[src/rtl/imm_enc_pkg.sv]
// Shared opcodes, instruction field layout and encoder state set for imm_encoder.
package imm_enc_pkg;

  localparam int unsigned INSTR_W = 16;
  localparam int unsigned CONST_W = 16;
  localparam int unsigned OP_W    = 4;
  localparam int unsigned REG_FW  = 3;
  localparam int unsigned IMM_W   = 6;

  localparam int unsigned OP_LSB  = 12;
  localparam int unsigned RD_LSB  = 9;
  localparam int unsigned RS_LSB  = 6;
  localparam int unsigned IMM_LSB = 0;

  // Constant bits that must all match for the single-word form (signed -32..31)
  localparam int unsigned SHORT_MSB = 15;
  localparam int unsigned SHORT_LSB = 5;
  localparam int unsigned SHORT_W   = SHORT_MSB - SHORT_LSB + 1;

  localparam logic [OP_W-1:0]   OP_ADDI   = 4'h4;
  localparam logic [OP_W-1:0]   OP_ORI    = 4'h6;
  localparam logic [OP_W-1:0]   OP_SLLI   = 4'h7;
  localparam logic [REG_FW-1:0] R0        = 3'd0;
  localparam logic [IMM_W-1:0]  SHIFT_AMT = 6'd6;

  typedef enum logic [2:0] {
    IDLE,
    HI,
    SH1,
    MID,
    SH2,
    LO
  } state_t;

  function automatic logic [INSTR_W-1:0] enc(
    input logic [OP_W-1:0]   op,
    input logic [REG_FW-1:0] rd,
    input logic [REG_FW-1:0] rs,
    input logic [IMM_W-1:0]  imm
  );
    logic [INSTR_W-1:0] w;
    w = '0;
    w[OP_LSB  +: OP_W]   = op;
    w[RD_LSB  +: REG_FW] = rd;
    w[RS_LSB  +: REG_FW] = rs;
    w[IMM_LSB +: IMM_W]  = imm;
    return w;
  endfunction

endpackage

[src/rtl/imm_range_chk.sv]
// Flags constants whose upper bits are a pure sign extension (fits one ADDI).
// Only present when IMM_ENCODER_SHORT_EN is defined.
`ifdef IMM_ENCODER_SHORT_EN
module imm_range_chk
  import imm_enc_pkg::*;
(
  input  logic [SHORT_W-1:0] hi_bits,
  output logic               fit_c
);

  assign fit_c = (&hi_bits) | ~(|hi_bits);

endmodule
`endif

[src/rtl/imm_encoder.sv]
// Expands a 16-bit constant into an ADDI/SLLI/ORI instruction sequence.
// Define IMM_ENCODER_SHORT_EN to emit a single ADDI for constants in -32..31.
module imm_encoder #(
  parameter int unsigned RD_W = 3
) (
  input  logic            clk,
  input  logic            rst,
  input  logic            in_valid,
  output logic            in_ready,
  input  logic [15:0]     in_const,
  input  logic [RD_W-1:0] in_rd,
  output logic            out_valid,
  input  logic            out_ready,
  output logic [15:0]     out_instr,
  output logic            out_last
);

  import imm_enc_pkg::*;

  state_t             state;
  state_t             nxt_c;
  logic [CONST_W-1:0] c_q;
  logic [RD_W-1:0]    rd_q;

`ifdef IMM_ENCODER_SHORT_EN
  logic fit_c;
  logic short_q;

  imm_range_chk u_range_chk (
    .hi_bits (in_const[SHORT_MSB:SHORT_LSB]),
    .fit_c   (fit_c)
  );
`else
  logic fit_c;
  logic short_q;

  assign fit_c   = 1'b0;
  assign short_q = 1'b0;
`endif

  // Instruction word shown while sitting in state s
  function automatic logic [INSTR_W-1:0] word_of(
    input state_t             s,
    input logic [CONST_W-1:0] c,
    input logic [REG_FW-1:0]  rd,
    input logic               short_f
  );
    case (s)
      HI:       return enc(OP_ADDI, rd, R0, {2'b00, c[15:12]});
      SH1, SH2: return enc(OP_SLLI, rd, rd, SHIFT_AMT);
      MID:      return enc(OP_ORI, rd, rd, c[11:6]);
      LO:       return short_f ? enc(OP_ADDI, rd, R0, c[5:0])
                               : enc(OP_ORI, rd, rd, c[5:0]);
      default:  return '0;
    endcase
  endfunction

  function automatic state_t next_of(input state_t s);
    case (s)
      HI:      return SH1;
      SH1:     return MID;
      MID:     return SH2;
      SH2:     return LO;
      default: return IDLE;
    endcase
  endfunction

  always_comb begin
    nxt_c = next_of(state);
  end

  // Sequencer: every output is loaded together with the state it describes
  always_ff @(posedge clk) begin
    if (rst) begin
      state     <= IDLE;
      in_ready  <= 1'b1;
      out_valid <= 1'b0;
      out_last  <= 1'b0;
      out_instr <= '0;
      c_q       <= '0;
      rd_q      <= '0;
`ifdef IMM_ENCODER_SHORT_EN
      short_q   <= 1'b0;
`endif
    end else begin
      case (state)
        IDLE: begin
          if (in_valid) begin
            c_q       <= in_const;
            rd_q      <= in_rd;
            state     <= fit_c ? LO : HI;
            in_ready  <= 1'b0;
            out_valid <= 1'b1;
            out_last  <= fit_c;
            out_instr <= word_of(fit_c ? LO : HI, in_const, REG_FW'(in_rd), fit_c);
`ifdef IMM_ENCODER_SHORT_EN
            short_q   <= fit_c;
`endif
          end
        end
        default: begin
          if (out_ready) begin
            state <= nxt_c;
            if (nxt_c == IDLE) begin
              in_ready  <= 1'b1;
              out_valid <= 1'b0;
              out_last  <= 1'b0;
              out_instr <= '0;
            end else begin
              out_last  <= (nxt_c == LO);
              out_instr <= word_of(nxt_c, c_q, REG_FW'(rd_q), short_q);
            end
          end
        end
      endcase
    end
  end

endmodule

[config.mk]
export PLATFORM = sky130hd
export DESIGN_NAME = imm_encoder
export DESIGN_NICKNAME = d
export VERILOG_FILES = /design/src/rtl/imm_enc_pkg.sv /design/src/rtl/imm_range_chk.sv /design/src/rtl/imm_encoder.sv
export SDC_FILE = /design/constraint.sdc
export NUM_CORES = 1
export LEC_CHECK = 0
export CELL_PAD_IN_SITES_DETAIL_PLACEMENT = 2
export CELL_PAD_IN_SITES_GLOBAL_PLACEMENT = 2
export CORE_ASPECT_RATIO = 1.75
export CORE_UTILIZATION = 24
export CTS_CLUSTER_SIZE = 28
export DETAILED_ROUTE_END_ITERATION = 10
export GPL_ROUTABILITY_DRIVEN = 1
export PLACE_DENSITY = 0.84
export SETUP_SLACK_MARGIN = 0.15
export SLEW_MARGIN = 20
export SYNTH_ARGS = -nofsm -noshare
export SYNTH_HDL_FRONTEND = slang
export SYNTH_SLANG_ARGS = --single-unit
[constraint.sdc]
create_clock -name clk -period 2.2 [get_ports clk]
set_clock_uncertainty 0.05 [all_clocks]
set_input_delay 0.33 -clock clk [delete_from_list [all_inputs] [get_ports clk]]
set_output_delay 0.33 -clock clk [all_outputs]
set_load 0.03 [all_outputs]
==> out/metrics.cfg <==
[run_status]
outcome=finished clean

[logic_synthesis]
synthCells=195
synth_area_um2=1550
ys_seq_area_share_pct=46.5
synthArstFlopShare_pct=0
synthTopCellsByArea=dfxtp_1 (46%), nand2_1 (11%), a21oi_1 (8.4%)
ys_types=36
yosys_warnings=0
avgSynthCellArea_um2=7.96
synthFlopType=dfxtp_1
synth-edff-count=0
synth_nets=219
netlist.area_leader.share_pct=46.5
yosysTopAreaCell=dfxtp_1
synth_seq_cells=36

[placed_design]
gp_congestion=0.850
placed_cells=317
io_buffers=40
place_area_um2=2120
dpl.hpwl_mm=3.95
dp_slack_ps=12.9

[worst_setup_path]
crit_type=reg -> reg
ff2ff_setup_slack_ps=230
crit_chain=buf_4 > or4b_1 > buf_4 > nand2_2 > nor2_1 > a211oi_1
startpoint=state[2]
cp.arrival_ps=2130
cp.depth=6
reg2reg_to=out_instr[9]
crit_buf_inv=2
slowest_stage=or4b_1
reg2reg_from=state[2]
critPathMaxFanout=21
cp.required_ps=2360
rr_worst_depth=6
max_stage_delay_ps=540
critPathTopFamily=simple AND/OR/NAND/NOR gates
cp-end-kind=flop
cp-start-kind=flop
crit_top_cell=buf_4
cp-endpoint=out_instr[9]

[cts]
clk_latency_ps=300
clk_pin_slew_ps=80
cts_made_buffers=5
tritoncts=built
cts_max_path_buffers=2
cts_sinks=36
root_buffer=clkbuf_8
htree_levels=2
cts_setup_buffers=0

[detailed_routing]
post_drt_wl_per_cell_um=16.0
via_per_inst=4.86
ant_nets=0
drc=0
num_vias=1579
wl_mm=5.19
drtPass1Iterations=4
drt_iter0_drc=28

[floorplan]
die-area_um2=6800
ios=42
std_cell_rows=38
fp.dieW_um=62.8
placeableCoreArea_um2=6230
dieHeight_um=108
start_util_pct=24.9

[timing]
post-route-period-util_pct=89.5
fin_ws_ps=230
whs_ps=413
rsz0062_at_grt=true
max_freq_mhz=508
fin_tns_setup_ps=0
slew-limit-headroom_pct=64.2
tightest_slew_ps=533
finalHoldViolCount=0
maxSlewViolCount=0
fin_crit_ps=1970
setup_violations=0

[power]
fin_total_pwr_mw=1.53
powerDensity_nw_per_um2=685
power.leakage_nw=0.830
peakVddDrop_uv=268

[global_route]
antenna_found_initial=0
grt_pass1_wl_mm=8.36
overflow=0
grt_start_max_net_pins=36
grt_pass1_vias=1698
grt.total_usage_pct=16.2

[layout]
nets=268
finalInstanceArea_um2=2230
drive_gt1_share_pct=14.3
area_growth_pct=43.8
fin_util_pct=35.8
insertedDiodeCount=0
fin_cells=325

[min_path]
hp-class=reg -> reg

[flow_run]
drv_cap=0

## synth_stat cells, drive strengths merged, types with 3 or more instances
cell and n:
a211oi 4, a21oi 26, a32oi 4, and3 3, buf 6, clkbuf 10
dfxtp 36, nand2 47, nand3 4, nor2 16, nor2b 3, o21a 3
o21ai 8
## routing by layer
| metal | GRT usage, % | share of wire [%] | vias up |
|---|---|---|---|
| met5 | 0 | 0 | - |
| met4 | 7.48 | 2.7 | 0 |
| met3 | 2.53 | 2.2 | 11 |
| met2 | 32.1 | 58 | 33 |
| met1 | 16.2 | 37 | 767 |
| li1 | - | - | 768 |
## layout by cell type (no fill, tap or decap), types with 2 or more instances in the layout
| cell | synthesis | routed |
|---|---|---|
| inv_1 | 2 | 2 |
| nand2_1 | 47 | 46 |
| a31oi_1 | 2 | 2 |
| mux2_2 | 2 | 2 |
| and3_1 | 3 | 3 |
| a211oi_1 | 4 | 4 |
| a32oi_1 | 4 | 4 |
| o21a_1 | 3 | 3 |
| a22oi_1 | 2 | 2 |
| nand3_1 | 4 | 4 |
| dfxtp_2 | 0 | 2 |
| o21ai_0 | 8 | 8 |
| dfxtp_1 | 36 | 34 |
| nor2_1 | 16 | 16 |
| clkdlybuf4s50_1 | 0 | 40 |
| nor2b_1 | 3 | 3 |
| a21oi_1 | 26 | 26 |
| clkbuf_8 | 0 | 6 |
| buf_4 | 1 | 17 |
## layout make-up
cell class,count,area [µm²]
Sequential cell,36,723
Inverter,2,7.51
Tap cell,80,100
Timing Repair Buffer,58,548
Clock buffer,6,82.6
Clock inverter,2,13.8
Multi-Input combinational cell,141,756
Fill cell,718,4000
## worst register-to-register path, stage by stage (launching register included)
cell and delay [ps]:
dfxtp_1 370, buf_4 200, or4b_1 540, buf_4 230, nand2_2 170, nor2_1 70
a211oi_1 240
## what timing repair did
action | 4_1_cts | 5_1_grt
hold buffers | 0 | 0
resized for setup | 0 | 5
setup endpoints to repair | 0 | 12
endpoints found under the hold margin | 0 | 0
## registers in the layout, summed over array words and instances (netlist names)
name,cells
c_q,12
state,3
out_valid,1
in_ready,1
out_last,1
out_instr,15
rd_q,3
## power by group
part | internal [mW] | total, mW | switching, mW
clock network | 0.256 | 0.517 | 0.261
logic | 0.133 | 0.298 | 0.165
registers | 0.690 | 0.714 | 0.0242
## kinds of logic after synthesis
| logic type | count (synthesis) | share of synthesized area (%) |
|---|---|---|
| AND/OR/NAND/NOR | 81 | 22.7 |
| AO/OA/AOI/OAI | 54 | 21.7 |
| flip-flops | 36 | 46.5 |
| buffers and inverters | 18 | 5.40 |
| multiplexers | 3 | 2.10 |
| adder cells (fa/ha/maj) | 1 | 0.806 |
| other | 1 | 0.242 |
| XOR/XNOR | 1 | 0.565 |
## worst min-delay path by stage
| stage | endpoint | depth (start not counted) | from | slack (ps) |
|---|---|---|---|---|
| floorplan | c_q[11] | 2 | c_q[11] | 380 |
| global placement | c_q[0] | 2 | c_q[0] | 390 |
| detailed placement | in_ready | 2 | in_ready | 410 |
| CTS | out_instr[7] | 2 | out_instr[7] | 420 |
| global route | c_q[2] | 2 | c_q[2] | 440 |
| finish | c_q[0] | 2 | c_q[0] | 410 |
Power figures use the tool's default switching activity.
==> RTL edit, RTL diff (config.mk and constraints unchanged) <==
Make the reset (`rst`) asynchronous in one clocked block.
--- a/src/rtl/imm_encoder.sv
+++ b/src/rtl/imm_encoder.sv
@@ -72,3 +72,3 @@
   // Sequencer: every output is loaded together with the state it describes
-  always_ff @(posedge clk) begin
+  always_ff @(posedge clk or posedge rst) begin
     if (rst) begin
Behaviour: differs if rst is asserted again (counterexample within 4 cycles, from zero or initial values and one cycle with rst high); with rst held inactive, the same outputs for 10 cycles.
==> RTL edit against the unedited design <==
Core utilization is 1.1 points lower. Worst hold slack got worse by 11 ps. Setup slack lost 45 ps. Synthesized area is 9.3% higher. Sequential cell count unchanged. Wire length decreased by 7.5%. Design area increased by 6.7%. Synthesized cell count is 8.7% lower.
Power is not compared: it rests on default switching activity, and its combinational part moved more than twofold at a synthesized area within 25%.
==> RTL edit: results (changes against the unedited design) <==
[status]
outcome = completed  ; unchanged

[yosys]
netlist_top_cells_area = dfrtp_1 (52%), nand2_1 (15%), a22oi_1 (2.7%)  ; was dfxtp_1 (46%), nand2_1 (11%), a21oi_1 (8.4%)
ys_top_cells_by_count = nand2_1 (66), dfrtp_1 (35), nand3_1 (8), buf_2 (7), a22oi_1 (6)  ; was nand2_1 (47), dfxtp_1 (36), a21oi_1 (26), nor2_1 (16), clkbuf_1 (10)
syn_nets = 202  ; was 219
avgSynthCellArea_um2 = 9.52  ; was 7.96 um^2
synth_seq_area_share = 0.532  ; was 0.465

[route]
drt_iter0_drc = 37  ; was 28
routed_wl_um = 4800  ; was 5190 um
viasPerCell = 4.66  ; was 4.86

[placement]
dpl_worst_slack_ps = 133  ; was 12.9 ps
place_inst = 298  ; was 317
gp_congestion = 0.787  ; was 0.850
place_hpwl_um = 3510  ; was 3950 um

[sta]
tightest_slew_ps = 518  ; was 533 ps

[min_path]
hp-class = input pin to async pin  ; was flip-flop to flip-flop

[grt]
grt_first_pass_wirelength_um = 8020  ; was 8360 um
grt_use_met1 = 0.152  ; was 0.162
grtUsageTotal = 0.146  ; was 0.162
grt_max_degree = 37  ; was 36
grt.met2_usage = 0.268  ; was 0.321
met3_usage = 0.0292  ; was 0.0253

[cells_and_area]
fin_nets = 248  ; was 268
drive_gt1_frac = 0.142  ; was 0.143
instances_no_fill = 309  ; was 325

[power_and_ir_drop]
p_total_w = 0.00380

[setup_path]
path_max_fanout = 13  ; was 21

[cts]
clock-root-buffer = clkbuf_16  ; was clkbuf_8
clkTransAtPathRegs_ps = 60  ; was 80 ps
insertion_delay_ps = 280  ; was 300 ps

RTL edit: cell types whose count changed in the layout (fill, tap and decap cells not counted), moves of 14 or more:
cell and change:
a21oi_1 -24, dfrtp_1 +35, dfxtp_1 -34, nand2_1 +19, nor2_1 -14
RTL edit: cell type report:
class | instances | area [um^2]
Fill cell | 764 | 4480
Sequential cell | 36 | 902
Clock buffer | 7 | 143
Clock inverter | 1 | 7.51
Timing Repair Buffer | 52 | 490
Tap cell | 84 | 105
Inverter | 3 | 11.3
Multi-Input combinational cell | 126 | 722
RTL edit: layer usage:
layer	part of all wire	wire length, um
met5	0	0
met4	0.023	110
met3	0.037	179
met2	0.57	2720
met1	0.37	1790
RTL edit: what timing repair did:
| item | 4_1_cts | 5_1_grt |
|---|---|---|
| hold endpoints to repair | 0 | 0 |
| setup endpoints to repair | 1 | 6 |
| pin swaps | 0 | 2 |
| buffers inserted | 1 | 2 |
| gates resized for setup | 1 | 4 |
RTL edit: cells by family after synthesis:
| group | share of synthesized area |
|---|---|
| DFF | 0.532 |
| adders and majority gates | 0.00738 |
| and+or+nand+nor | 0.233 |
| muxes | 0.0244 |
| AOI/OAI and AO/OA | 0.139 |
| xor gates and xnor gates | 0.00517 |
| other | 0.00221 |
| buffers and inverters | 0.0561 |
RTL edit: worst paths after layout:
path,endpoint,slack (ps),cells after the start,from
max in group asynchronous,in_ready,1360,3,rst
hold / removal,state[2],400,3,rst
min in group clk,in_ready,430,2,in_ready
setup / recovery,out_instr[1],180,6,state[2]
setup reg to reg,out_instr[1],180,6,state[2]
hold reg to reg,in_ready,430,2,in_ready
RTL edit: critical path: stages, from the launching register on:
cell      delay [ps]
dfrtp_1          410
buf_4            150
buf_4            190
or4b_1           640
o21ai_0          230
o211ai_1         110
o31a_1           110
